### config.mk
export PLATFORM = sky130hd
export DESIGN_NAME = seq_detector_param
export DESIGN_NICKNAME = d
export VERILOG_FILES = /design/src/rtl/seq_det_pkg.sv /design/src/rtl/sat_counter.sv /design/src/rtl/seq_detector_param.sv
export SDC_FILE = /design/constraint.sdc
export NUM_CORES = 1
export LEC_CHECK = 0
export ABC_AREA = 1
export BUFFER_PORTS_ARGS = -buffer_cell sky130_fd_sc_hd__buf_2
export CAP_MARGIN = 20
export CORE_MARGIN = 4
export CORE_UTILIZATION = 35
export DETAILED_ROUTE_END_ITERATION = 7
export GPL_TIMING_DRIVEN = 0
export MAX_ROUTING_LAYER = met4
export PLACE_DENSITY = 0.51
export SYNTH_ARGS = -nofsm -noshare
export SYNTH_HDL_FRONTEND = slang
export SYNTH_SLANG_ARGS = --single-unit
export TNS_END_PERCENT = 50
### constraint.sdc
create_clock -name clk -period 3.02 [get_ports clk]
set_input_delay 0.604 -clock clk [delete_from_list [all_inputs] [get_ports clk]]
set_output_delay 0.604 -clock clk [all_outputs]
set_load 0.02 [all_outputs]
### src/rtl/seq_det_pkg.sv
// Shared constants for the parametrised serial pattern detector.
package seq_det_pkg;

  localparam int unsigned MODE_MOORE = 0;
  localparam int unsigned MODE_MEALY = 1;

  localparam int unsigned PAT_W_MIN = 2;
  localparam int unsigned PAT_W_MAX = 16;

endpackage

### src/rtl/sat_counter.sv
// Saturating up-counter with synchronous active-high reset; holds at all-ones.
module sat_counter #(
  parameter int unsigned W = 8
) (
  input  logic         clk,
  input  logic         reset,
  input  logic         inc,
  output logic [W-1:0] count
);

  always_ff @(posedge clk) begin
    if (reset) begin
      count <= '0;
    end else if (inc && (count != {W{1'b1}})) begin
      count <= count + W'(1);
    end
  end

endmodule

### src/rtl/seq_detector_param.sv
// Serial bit-pattern detector: loadable pattern, valid-qualified stream,
// overlap/non-overlap matching, Moore or Mealy output, saturating match count.
module seq_detector_param
  import seq_det_pkg::*;
#(
  parameter int unsigned PAT_W = 4,
  parameter int unsigned CNT_W = 8,
  parameter int unsigned MEALY = MODE_MOORE
) (
  input  logic             clk,
  input  logic             reset,
  input  logic             in,
  input  logic             in_valid,
  input  logic [PAT_W-1:0] pattern,
  input  logic             pat_load,
  input  logic             overlap,
  output logic             out,
  output logic [CNT_W-1:0] match_count
);

  localparam int unsigned FILL_W = $clog2(PAT_W + 1);

  if ((PAT_W < PAT_W_MIN) || (PAT_W > PAT_W_MAX)) begin : g_bad_pat_w
    $error("seq_detector_param: PAT_W out of legal range");
  end
  if ((MEALY != MODE_MOORE) && (MEALY != MODE_MEALY)) begin : g_bad_mode
    $error("seq_detector_param: MEALY must be 0 or 1");
  end

  logic [PAT_W-1:0]  hist;
  logic [PAT_W-1:0]  pat_q;
  logic [PAT_W-1:0]  win;
  logic [FILL_W-1:0] fill;
  logic [FILL_W-1:0] fill_nxt;
  logic              match_q;
  logic              accept;
  logic              ready;
  logic              hit;

  // The oldest history bit falls off the top when the new bit is appended.
  always_comb begin
    win      = PAT_W'({hist, in});
    accept   = in_valid & ~pat_load;
    ready    = (fill >= FILL_W'(PAT_W - 1));
    hit      = accept & ready & (win == pat_q);
    fill_nxt = fill;
    if (hit && !overlap) begin
      fill_nxt = '0;
    end else if (fill != FILL_W'(PAT_W)) begin
      fill_nxt = fill + FILL_W'(1);
    end
  end

  // pat_load wins over a same-cycle beat; that beat is dropped entirely.
  always_ff @(posedge clk) begin
    if (reset) begin
      hist    <= '0;
      fill    <= '0;
      pat_q   <= '0;
      match_q <= 1'b0;
    end else if (pat_load) begin
      pat_q   <= pattern;
      fill    <= '0;
      match_q <= 1'b0;
    end else if (in_valid) begin
      hist    <= win;
      fill    <= fill_nxt;
      match_q <= hit;
    end
  end

  assign out = (MEALY == MODE_MEALY) ? (hit & ~reset) : match_q;

  sat_counter #(
    .W (CNT_W)
  ) u_match_cnt (
    .clk   (clk),
    .reset (reset),
    .inc   (hit),
    .count (match_count)
  );

endmodule

==> impl_metrics.yaml <==
yosys:
  ys_ff_latch: 19
  synthCells: 135
  synthAdderAreaFrac_pct: 5.12
  synth_nets: 149
  async_flop_share_pct: 0
  synth-seq-area-share_pct: 38.9
  syn_area_um2: 977
  syn_avg_cell_area_um2: 7.24
  synthSimpleGateAreaFrac_pct: 30.5
  yosys.area.top_type_share_pct: 38.9
  yosysWarnings: 0
  synthXorXnorAreaFrac_pct: 5.38
  synth_area_leaders: "dfxtp_1, nand2_1, a21oi_1"
  synth.distinct_cells: 18
  synth_edf_count: 0
  synth_top_family_by_area: "simple AND/OR/NAND/NOR gates"
  synth-main-ff-cell: "dfxtp_1"
  synth_top_area_cell: "dfxtp_1"
  muxShareOfSynthArea_pct: 0
  synth-compound-area-share_pct: 12.3
drt:
  drcViolationCount: 0
  drtPass1Iterations: 3
  via_per_inst: 4.65
  drtIter0Drc: 33
  ant_nets: 0
  vias: 869
  avgRoutedWirePerCell_um: 10.7
  drt_wl_total_um: 1990
sta:
  setup_tns_ns: 0
  fmaxAchievable_mhz: 640
  rsz0062_at_grt: "no"
  slew_viol_final: 0
  final-hold-violation-count: 0
  finalClockSkew_ns: 0.00754
  tightestPinTransition_ns: 0.349
  min_period_ns: 1.56
  min_period_over_period_pct: 51.7
  maxSlewHeadroom_pct: 76.6
  setup_viol: 0
die:
  placementRows: 18
  die_area_mm2: 0.00370
  die_height_um: 60.8
  fp.coreArea_mm2: 0.00257
  ios: 19
  die_w_um: 60.8
  initial_core_util_pct: 38.1
power:
  report.power.total_w: 0.000443
  leakage_nw: 0.537
  power.density_mw_per_mm2: 392
  ir_drop_mv: 0.237
clock_tree:
  clkTransAtPathRegs_ns: 0.11
  clock_latency_ns: 0.30
  h-tree-depth: 1
  clkSinkCount: 19
  post_cts_buffers: 0
  cts_hold_buffers: 0
  cts_resized: 0
  cts_max_path_buffers: 2
  cts_tree: "built"
  root_buffer: "clkbuf_4"
  cts_buffers: 3
global_route:
  grt-ovfl-total: 0
  grt_pass1_vias: 809
  track_usage_pct: 12.7
  antenna_found_initial: 0
  grt_first_pass_wirelength_um: 3420
  grt_max_degree: 12
cells_and_area:
  drive_gt1_share_pct: 19.1
  fin_nets: 172
  final_common_cell: "nand2_1"
  area_delta_synth_final_pct: 15.9
  diodes: 0
  final_cell_mix: "nand2_1, dfxtp_1, buf_2, inv_1, nor2_1"
  fillerInstances: 280
  fin_util_pct: 44.1
  fin_cells: 187
setup_path:
  crit_path_top_delay_cell: "dfxtp_1"
  crit_family: "flip-flops"
  cp.arrival_ns: 0.96
  cp_num_buf_inv: 1
  crit_path_start_kind: "register"
  cp.required_ns: 2.42
  worstSetupPathType: "register to output port"
  end_kind: "output port"
  cpPeakStageDelay_ns: 0.45
  crit_fanout: 6
  crit_chain: "buf_2"
min_path:
  hold_path.class: "register to register"
job:
  maxCapViolCount: 0
placement:
  place_congestion: 0.715
  port_buffers: 18
  hpwl_um: 1550
  dp_cells: 183
status:
  run_status: "finished, final reports clean"
==> path summary, 6_finish.rpt <==
kind                                                         from                    end  slack, ns  cells past startpoint
worst max-delay path            u_match_cnt.count[2]$_SDFFE_PP0P_         match_count[2]       1.46                      1
worst min-delay path                        pat_q[0]$_SDFFE_PP0P_  pat_q[0]$_SDFFE_PP0P_       0.48                      2
worst max register to register               fill[0]$_SDFFE_PP0P_   fill[2]$_SDFFE_PP0P_       1.47                     11
worst min register to register              pat_q[0]$_SDFFE_PP0P_  pat_q[0]$_SDFFE_PP0P_       0.48                      2
==> state kept, by name (all words and copies together) (netlist names) <==
signal	count
fill	3
out	1
pat_q	4
hist	3
u_match_cnt.count	8
==> through the flow <==
| stage | hold WS, ns | setup slack (ns) | area, um2 |
|---|---|---|---|
| 3_3_place_gp | 0.462 | 1.28 | 1100 |
| 2_1_floorplan | 0.448 | 1.53 | 977 |
| 4_1_cts | 0.483 | 1.45 | 1130 |
| 3_5_place_dp | 0.461 | 1.24 | 1100 |
| 6_report | 0.478 | 1.46 | 1130 |
| 5_1_grt | 0.517 | 1.27 | 1130 |
==> worst min-delay path, delay by kind of cell (launching register included) <==
kind / cells / cell delay, ns
compound gates: 1 / 0.06
buf+inv: 1 / 0.06
flops: 1 / 0.33
==> layout make-up <==
type | count | area, um2 | area share, %
clock buffer | 3 | 22.5 | 1.99
sequential | 19 | 380 | 33.6
tap | 30 | 37.5 | 3.31
timing repair buffer | 18 | 90.1 | 7.96
inverter | 19 | 76.3 | 6.74
multi-input combinational | 97 | 520 | 46.0
clock inverter | 1 | 5.00 | 0.442
==> cell usage after synthesis, types with 2 or more instances <==
library cell  number
nand3_2            2
o21ai_0           10
nand2_1           31
xnor2_1            2
inv_1             17
nor2_1            17
nand3_1            6
nor3_1             2
ha_1               4
dfxtp_1           19
a21oi_1           14
xor2_1             4
nor2_4             2
==> power by group <==
group	internal, W	switching [W]	leakage, nW
clock	0.0000493	0.0000803	0.0177
combinational	0.0000182	0.0000306	0.365
sequential	0.000259	0.00000603	0.155
==> per-layer routing <==
metal / global-route usage (%) / wire length [um]
met5: - / 0
met4: 3.72 / 19
met3: 4.89 / 87
met2: 20.3 / 925
met1: 14.8 / 961
==> logic make-up after synthesis <==
kind of cell	after synthesis
compound gates	24
xor+xnor	6
fa+ha+maj	4
buf+inv	19
flops	19
simple gates	63
No activity file was read; power rests on OpenSTA's default activity.
